File: src/rtl/core_ctrl_pkg.sv
`default_nettype none
// +------------------------------------------------------------------------+
// | Package : core_ctrl_pkg                                                |
// | Shared bit indices, T-state codes and the strobe decode function used  |
// | by the 8085 machine-cycle sequencer.                                   |
// | Revision: 1.0                                                          |
// +------------------------------------------------------------------------+
package core_ctrl_pkg;

  // ienb strobe bit positions
  localparam int IENB_RRD = 0;
  localparam int IENB_RWR = 1;
  localparam int IENB_COD = 2;
  localparam int IENB_DAT = 3;
  localparam int IENB_PC  = 4;
  localparam int IENB_PD  = 5;

  // chk_i decode word field positions
  localparam int INST_GO6 = 0;
  localparam int INST_DAD = 1;
  localparam int INST_HLT = 2;
  localparam int INST_DIO = 3;
  localparam int INST_CYC = 4;
  localparam int INST_RW  = 8;
  localparam int INST_CD  = 12;
  localparam int INST_CCC = 16;

  typedef enum logic [2:0] {
    T1   = 3'd0,
    T2   = 3'd1,
    TW   = 3'd2,
    T3   = 3'd3,
    T4   = 3'd4,
    T5   = 3'd5,
    T6   = 3'd6,
    THLT = 3'd7
  } tstate_t;

  // Latched per-instruction cycle description; bit k describes M(k+2).
  typedef struct packed {
    logic [3:0] cd;   // 1 = data/pair-addressed byte, 0 = code byte
    logic [3:0] rw;   // 1 = write cycle
    logic [3:0] cyc;  // contiguous extra-cycle mask
  } dec_t;

  typedef struct packed {
    logic [5:0] ienb;
    logic       ale;
    logic       rd_n;
    logic       wr_n;
    logic       io_m;
    logic       hlta;
  } bus_t;

  // Strobes to present while sitting in T-state t of machine cycle m.
  function automatic bus_t bus_out(input tstate_t t, input logic [2:0] m,
                                   input dec_t d, input logic dio,
                                   input logic hlt);
    bus_t       b;
    logic [1:0] ix;     // index of the current cycle in the M2..M5 masks
    logic [1:0] nx;     // index of the following cycle
    logic       mn;
    logic       wrc;
    logic       last;
    b    = '{ienb: 6'd0, ale: 1'b0, rd_n: 1'b1, wr_n: 1'b1, io_m: 1'b0, hlta: 1'b0};
    ix   = m[1:0] - 2'd2;
    nx   = m[1:0] - 2'd1;
    mn   = (m != 3'd1);
    wrc  = mn & d.rw[ix];
    last = (m == 3'd5) | ~d.cyc[nx];
    b.io_m = dio & (m == 3'd3);
    case (t)
      T1: begin
        b.ale          = 1'b1;
        b.ienb[IENB_PD] = mn & d.cd[ix];
      end
      T2, TW: begin
        if (wrc) begin
          b.wr_n           = 1'b0;
          b.ienb[IENB_RRD] = 1'b1;
        end else begin
          b.rd_n = 1'b0;
        end
      end
      T3: begin
        if (wrc) begin
          b.wr_n           = 1'b0;
          b.ienb[IENB_RRD] = 1'b1;
        end else begin
          b.rd_n = 1'b0;
          if (!mn) begin
            b.ienb[IENB_COD] = 1'b1;
            b.ienb[IENB_PC]  = 1'b1;
          end else begin
            b.ienb[IENB_DAT] = 1'b1;
            b.ienb[IENB_PC]  = ~d.cd[ix];
            b.ienb[IENB_RWR] = last;
          end
        end
      end
      T4: begin
        if (!hlt && d.cyc == 4'd0) begin
          b.ienb[IENB_RRD] = 1'b1;
          b.ienb[IENB_RWR] = 1'b1;
        end
      end
      T6: begin
        b.ienb[IENB_RRD] = 1'b1;
        b.ienb[IENB_RWR] = 1'b1;
      end
      THLT: begin
        b.hlta = 1'b1;
        b.io_m = 1'b0;
      end
      default: ;
    endcase
    return b;
  endfunction

endpackage
`default_nettype wire

File: src/rtl/core_ctrl_reg.sv
`default_nettype none
// +------------------------------------------------------------------------+
// | Module  : core_ctrl_reg                                                |
// | Loadable register with synchronous active-low clear.                   |
// | Ports   : clk, rst_ (sync, active-low), ld (load enable),              |
// |           d (data in), q (data out)                                    |
// | Revision: 1.0                                                          |
// +------------------------------------------------------------------------+
module core_ctrl_reg #(
  parameter int DATASIZE = 12
) (
  input  logic                clk,
  input  logic                rst_,
  input  logic                ld,
  input  logic [DATASIZE-1:0] d,
  output logic [DATASIZE-1:0] q
);

  always_ff @(posedge clk) begin
    if (!rst_) begin
      q <= '0;
    end else if (ld) begin
      q <= d;
    end
  end

endmodule
`default_nettype wire

File: src/rtl/core_ctrl.sv
`default_nettype none
// +------------------------------------------------------------------------+
// | Module  : core_ctrl                                                    |
// | 8085 machine-cycle / T-state sequencer. Runs the opcode fetch, the     |
// | extra M2..M5 cycles described by the alureg decode word, and drives    |
// | the external bus strobes and the ienb strobes into alureg.             |
// | Ports   : clk, rst_ (sync, active-low), ready (bus ready),             |
// |           chk_i (decode word) -> ienb, ale, rd_, wr_, io_m, hlta,      |
// |           tstate, mcyc (debug)                                         |
// | Revision: 1.0                                                          |
// +------------------------------------------------------------------------+
module core_ctrl
  import core_ctrl_pkg::*;
#(
  parameter int IENBSIZE = 6,
  parameter int INSTSIZE = 17,
  parameter int CYCBITS  = 4
) (
  input  logic                clk,
  input  logic                rst_,
  input  logic                ready,
  input  logic [INSTSIZE-1:0] chk_i,
  output logic [IENBSIZE-1:0] ienb,
  output logic                ale,
  output logic                rd_,
  output logic                wr_,
  output logic                io_m,
  output logic                hlta,
  output logic [2:0]          tstate,
  output logic [2:0]          mcyc
);

  localparam int DECW = 3 * CYCBITS;

  tstate_t           state;
  tstate_t           ns;
  logic [2:0]        nm;
  logic              run;      // low for the one cycle after reset: emit idle strobes
  logic              ld;
  logic              go6_q;
  logic              hlt_q;
  logic              dio_q;
  logic              ndio;
  logic              nhlt;
  logic [DECW-1:0]   dec_d;
  logic [DECW-1:0]   dec_q;
  dec_t              dec;
  dec_t              nd;
  logic [1:0]        nx;
  bus_t              bo;

  // GO6 wants DAD/CCC in a later revision; they are intentionally ignored now.
  logic unused_bits;
  assign unused_bits = ^{chk_i[INST_DAD], chk_i[INST_CCC]};

  assign dec_d  = {chk_i[INST_CD +: CYCBITS], chk_i[INST_RW +: CYCBITS],
                   chk_i[INST_CYC +: CYCBITS]};
  assign dec    = dec_t'(dec_q);
  assign tstate = state;
  assign nx     = mcyc[1:0] - 2'd1;

  core_ctrl_reg #(
    .DATASIZE (DECW)
  ) u_dec (
    .clk  (clk),
    .rst_ (rst_),
    .ld   (ld),
    .d    (dec_d),
    .q    (dec_q)
  );

  // Next state. The decode word is captured on the edge that enters M1 T4,
  // so the T4 strobes (registered) already reflect the new instruction.
  always_comb begin
    ns = state;
    nm = mcyc;
    ld = 1'b0;
    if (!run) begin
      ns = T1;
      nm = 3'd1;
    end else begin
      case (state)
        T1: ns = T2;
        T2, TW: ns = ready ? T3 : TW;
        T3: begin
          ns = T1;
          if (mcyc == 3'd1) begin
            ns = T4;
            ld = 1'b1;
          end else if (mcyc != 3'd5 && dec.cyc[nx]) begin
            nm = mcyc + 3'd1;
          end else begin
            nm = 3'd1;
          end
        end
        T4: begin
          if (hlt_q) begin
            ns = THLT;
          end else if (go6_q) begin
            ns = T5;
          end else begin
            ns = T1;
            if (dec.cyc != 4'd0) nm = 3'd2;
          end
        end
        T5: ns = T6;
        T6: begin
          ns = T1;
          if (dec.cyc != 4'd0) nm = 3'd2;
        end
        THLT: ns = THLT;
        default: begin
          ns = T1;
          nm = 3'd1;
        end
      endcase
    end
    nd   = ld ? dec_t'(dec_d) : dec;
    ndio = ld ? chk_i[INST_DIO] : dio_q;
    nhlt = ld ? chk_i[INST_HLT] : hlt_q;
    bo   = bus_out(ns, nm, nd, ndio, nhlt);
  end

  always_ff @(posedge clk) begin
    if (!rst_) begin
      state <= T1;
      mcyc  <= 3'd1;
      run   <= 1'b0;
      go6_q <= 1'b0;
      hlt_q <= 1'b0;
      dio_q <= 1'b0;
      ienb  <= '0;
      ale   <= 1'b0;
      rd_   <= 1'b1;
      wr_   <= 1'b1;
      io_m  <= 1'b0;
      hlta  <= 1'b0;
    end else begin
      run   <= 1'b1;
      state <= ns;
      mcyc  <= nm;
      if (ld) begin
        go6_q <= chk_i[INST_GO6];
        hlt_q <= chk_i[INST_HLT];
        dio_q <= chk_i[INST_DIO];
      end
      ienb <= bo.ienb;
      ale  <= bo.ale;
      rd_  <= bo.rd_n;
      wr_  <= bo.wr_n;
      io_m <= bo.io_m;
      hlta <= bo.hlta;
    end
  end

endmodule
`default_nettype wire

File: config.mk
export PLATFORM = sky130hd
export DESIGN_NAME = core_ctrl
export DESIGN_NICKNAME = d
export VERILOG_FILES = /design/src/rtl/core_ctrl_pkg.sv /design/src/rtl/core_ctrl_reg.sv /design/src/rtl/core_ctrl.sv
export SDC_FILE = /design/constraint.sdc
export NUM_CORES = 1
export LEC_CHECK = 0
export ABC_AREA = 0
export CAP_MARGIN = 20
export CORE_MARGIN = 10
export CORE_UTILIZATION = 49
export CTS_CLUSTER_SIZE = 14
export DETAILED_ROUTE_END_ITERATION = 12
export PLACE_DENSITY = 0.78
export SLEW_MARGIN = 0
export SYNTH_ARGS = -nofsm -noshare
export SYNTH_HDL_FRONTEND = slang
export SYNTH_SLANG_ARGS = --single-unit
File: constraint.sdc
create_clock -name clk -period 4.1 [get_ports clk]
set_input_delay 0.615 -clock clk [delete_from_list [all_inputs] [get_ports clk]]
set_output_delay 0.615 -clock clk [all_outputs]
set_load 0.01 [all_outputs]
==> impl_metrics.env <==
export IMPL_viasPerCell=5.39
export IMPL_hold_depth=2
export IMPL_p_leak_nw=0.803
export IMPL_antenna_left=0
export IMPL_hp_class="reg -> reg"
export IMPL_timing_rr_start="mcyc[0]$_SDFF_PN1_"
export IMPL_remaining_drc_errors=0
export IMPL_grt_pass1_wl_um=5980
export IMPL_fin_crit_ps=3400
export IMPL_drv_slew=0
export IMPL_fillers=287
export IMPL_min_delay_start="u_dec.q[10]$_SDFF_PN0_"
export IMPL_yosysSeqAreaShare_pct=41.0
export IMPL_cts_repair_resized=0
export IMPL_tritoncts="yes"
export IMPL_place_detailed_hpwl_um=2780
export IMPL_fin_area_um2=2080
export IMPL_max_stage_delay_ps=550
export IMPL_rr_worst_depth=10
export IMPL_postCtsSetupRepairBufs=0
export IMPL_cp_slowest_cell="dfxtp_1"
export IMPL_synth_cell_types=42
export IMPL_hold_viol=0
export IMPL_clk_pin_slew_ps=100
export IMPL_skew_ps=4.39
export IMPL_start_util_pct=52.0
export IMPL_syn_num_nets=190
export IMPL_relSlewSlack_pct=47.9
export IMPL_drtIter0Drc=103
export IMPL_p_total_w=0.000677
export IMPL_grt_pass1_vias=1300
export IMPL_worstPathRequired_ps=4380
export IMPL_antenna_found_initial=0
export IMPL_crit_arrival_ps=3680
export IMPL_netlist_area_um2=1610
export IMPL_grt_setup_unrepaired="no"
export IMPL_path_cells="ha_1 -> or4_4 -> a31oi_4 -> inv_1 -> ha_1 -> mux4_1 -> nor3b_1 -> a41oi_1 -> a41oi_1 -> nor2_1"
export IMPL_die_y_um=77.4
export IMPL_synth_avg_cell_area_um2=9.72
export IMPL_die_w_um=77.4
export IMPL_irDropWorstVdd_uv=220
export IMPL_worst_pin_slew_ps=781
export IMPL_synthFlopType="dfxtp_1"
export IMPL_netlist_instances=166
export IMPL_core_area_um2=3100
export IMPL_core_rowCount=20
export IMPL_powerDensity_nw_per_um2=325
export IMPL_final_common_cell="clkdlybuf4s50_1"
export IMPL_maxCapViolCount=0
export IMPL_whs_endpoint="u_dec.q[10]$_SDFF_PN0_"
export IMPL_placed_cell_area_um2=1980
export IMPL_path_max_fanout=8
export IMPL_r2r_end="ienb[1]$_SDFF_PN0_"
export IMPL_diodes=0
export IMPL_synth_edf_count=0
export IMPL_yosys_warnings=0
export IMPL_cts_buffer_depth=2
export IMPL_ctsHtreeMaxLevel=2
export IMPL_setup_viol=0
export IMPL_tns_ps=0
export IMPL_io_pins=37
export IMPL_die_area_um2=5990
export IMPL_drt_pass1_iterations=4
export IMPL_clockRootBuffer="clkbuf_4"
export IMPL_grt_max_degree=22
export IMPL_clock_fmax_ghz=0.294
export IMPL_area_growth_pct=29.2
export IMPL_ys_ff_latch=33
export IMPL_grt_use_total_pct=12.2
export IMPL_port_buffers=34
export IMPL_outcome="finished clean"
export IMPL_worst_setup_path_start_kind="flip-flop"
export IMPL_whs_ps=504
export IMPL_cts_hold_buf=0
export IMPL_worstSetupPathType="reg -> reg"
export IMPL_wire_per_inst_um=14.8
export IMPL_critPathCaptureType="flip-flop"
export IMPL_place_inst=238
export IMPL_clock_insertion_delay_worst_skew_ps=340
export IMPL_fin_crit_sh_pct=83.0
export IMPL_final_nets=225
export IMPL_mostFrequentLayoutCells="clkdlybuf4s50_1, dfxtp_1, nor2_1"
export IMPL_drive_gt1_share_pct=8.91
export IMPL_gp_congestion=0.834
export IMPL_clock_sinks=33
export IMPL_dr_total_vias=1327
export IMPL_synthArstFlopShare_pct=0
export IMPL_routed_wirelength_um=3640
export IMPL_numCtsBuffers=5
export IMPL_reg2reg_slack_ps=700
export IMPL_grt_ovfl_total=0
export IMPL_final_cell_count_no_fill=246
==> routing by layer <==
metal  wire length, µm  track usage, %  part of all wire (%)
met1              1620            13.2                    45
met2              1650            19.6                    45
met3               288            5.53                   7.9
met4                77            6.20                   2.1
met5                 0               0                     0
==> how the worst max path moves through the flow <==
stage                                   from                  to  cells past startpoint
after floorplan           mcyc[0]$_SDFF_PN1_  ienb[1]$_SDFF_PN0_                     10
after global placement    mcyc[0]$_SDFF_PN1_  ienb[1]$_SDFF_PN0_                     10
after detailed placement  mcyc[0]$_SDFF_PN1_  ienb[1]$_SDFF_PN0_                     10
after CTS                 mcyc[0]$_SDFF_PN1_  ienb[1]$_SDFF_PN0_                     10
after global routing      mcyc[0]$_SDFF_PN1_  ienb[1]$_SDFF_PN0_                     10
final                     mcyc[0]$_SDFF_PN1_  ienb[1]$_SDFF_PN0_                     10
==> synth_stat cells, types with 2 or more instances <==
cell,number,share of area [%]
clkbuf_1,4,0.93
nand3_1,2,0.62
nor3_1,4,1.2
or4_4,2,1.4
a41oi_1,2,1.1
and2_1,5,1.9
nor3b_1,3,1.4
and3_1,4,1.6
nor2b_1,3,1.2
o21ai_0,6,1.9
dfxtp_1,33,41
inv_1,8,1.9
nor2_1,25,5.8
mux4_1,2,3.3
a21oi_1,3,0.93
mux2i_1,20,12
ha_1,4,3.1
nand2_1,9,2.1
buf_4,2,0.93
nand2b_1,2,0.78
a211oi_1,2,0.93
==> per-stage QoR <==
stage	worst slack, ps	util [%]
floorplan	995	-
global placement	803	63.8
detailed placement	744	63.8
CTS	696	67.1
global route	524	67.1
finish	698	67.1
==> report_power, final <==
| part | switching, W | leakage (nW) | internal (W) |
|---|---|---|---|
| logic | 0.0000202 | 0.480 | 0.0000271 |
| clock network | 0.000113 | 0.0552 | 0.000189 |
| registers | 0.00000400 | 0.267 | 0.000324 |
| total | 0.000137 | 0.803 | 0.000540 |
==> final cells by class <==
type | instances | area [µm²] | area share [%]
repair buffers | 35 | 348 | 16.7
multi-input cells | 117 | 881 | 42.3
clock inverters | 3 | 65.1 | 3.12
flip-flops and latches | 33 | 661 | 31.7
clock buffers | 5 | 37.5 | 1.80
inverters | 9 | 36.3 | 1.74
well taps | 44 | 55.1 | 2.64
==> kinds of logic (layout without fill, tap and decap cells) <==
family / count (synthesis) / in the layout / share of synthesized area [%]
buffers and inverters: 16 / 52 / 4.42
flip-flops: 33 / 33 / 41.0
AND/OR/NAND/NOR: 66 / 66 / 21.8
XOR/XNOR: 1 / 1 / 0.543
multiplexers: 23 / 23 / 17.1
adder cells (fa/ha/maj): 4 / 4 / 3.10
AO/OA/AOI/OAI: 23 / 23 / 12.1
==> registers in the layout, summed over array words and instances (netlist names) <==
| signal | count |
|---|---|
| u_dec.q | 12 |
| ienb | 6 |
| mcyc | 3 |
| tstate | 3 |
| ale | 1 |
| dio_q | 1 |
| go6_q | 1 |
| hlt_q | 1 |
| hlta | 1 |
| io_m | 1 |
| rd_ | 1 |
| run | 1 |
| wr_ | 1 |
==> critical path, delay by kind of cell, from the launching register on <==
family	cells	cell delay, ps
flops	1	550
fa+ha+maj	2	640
mux	1	540
simple gates	3	810
buf+inv	1	110
compound gates	3	680
(Power assumes the default switching activity.)
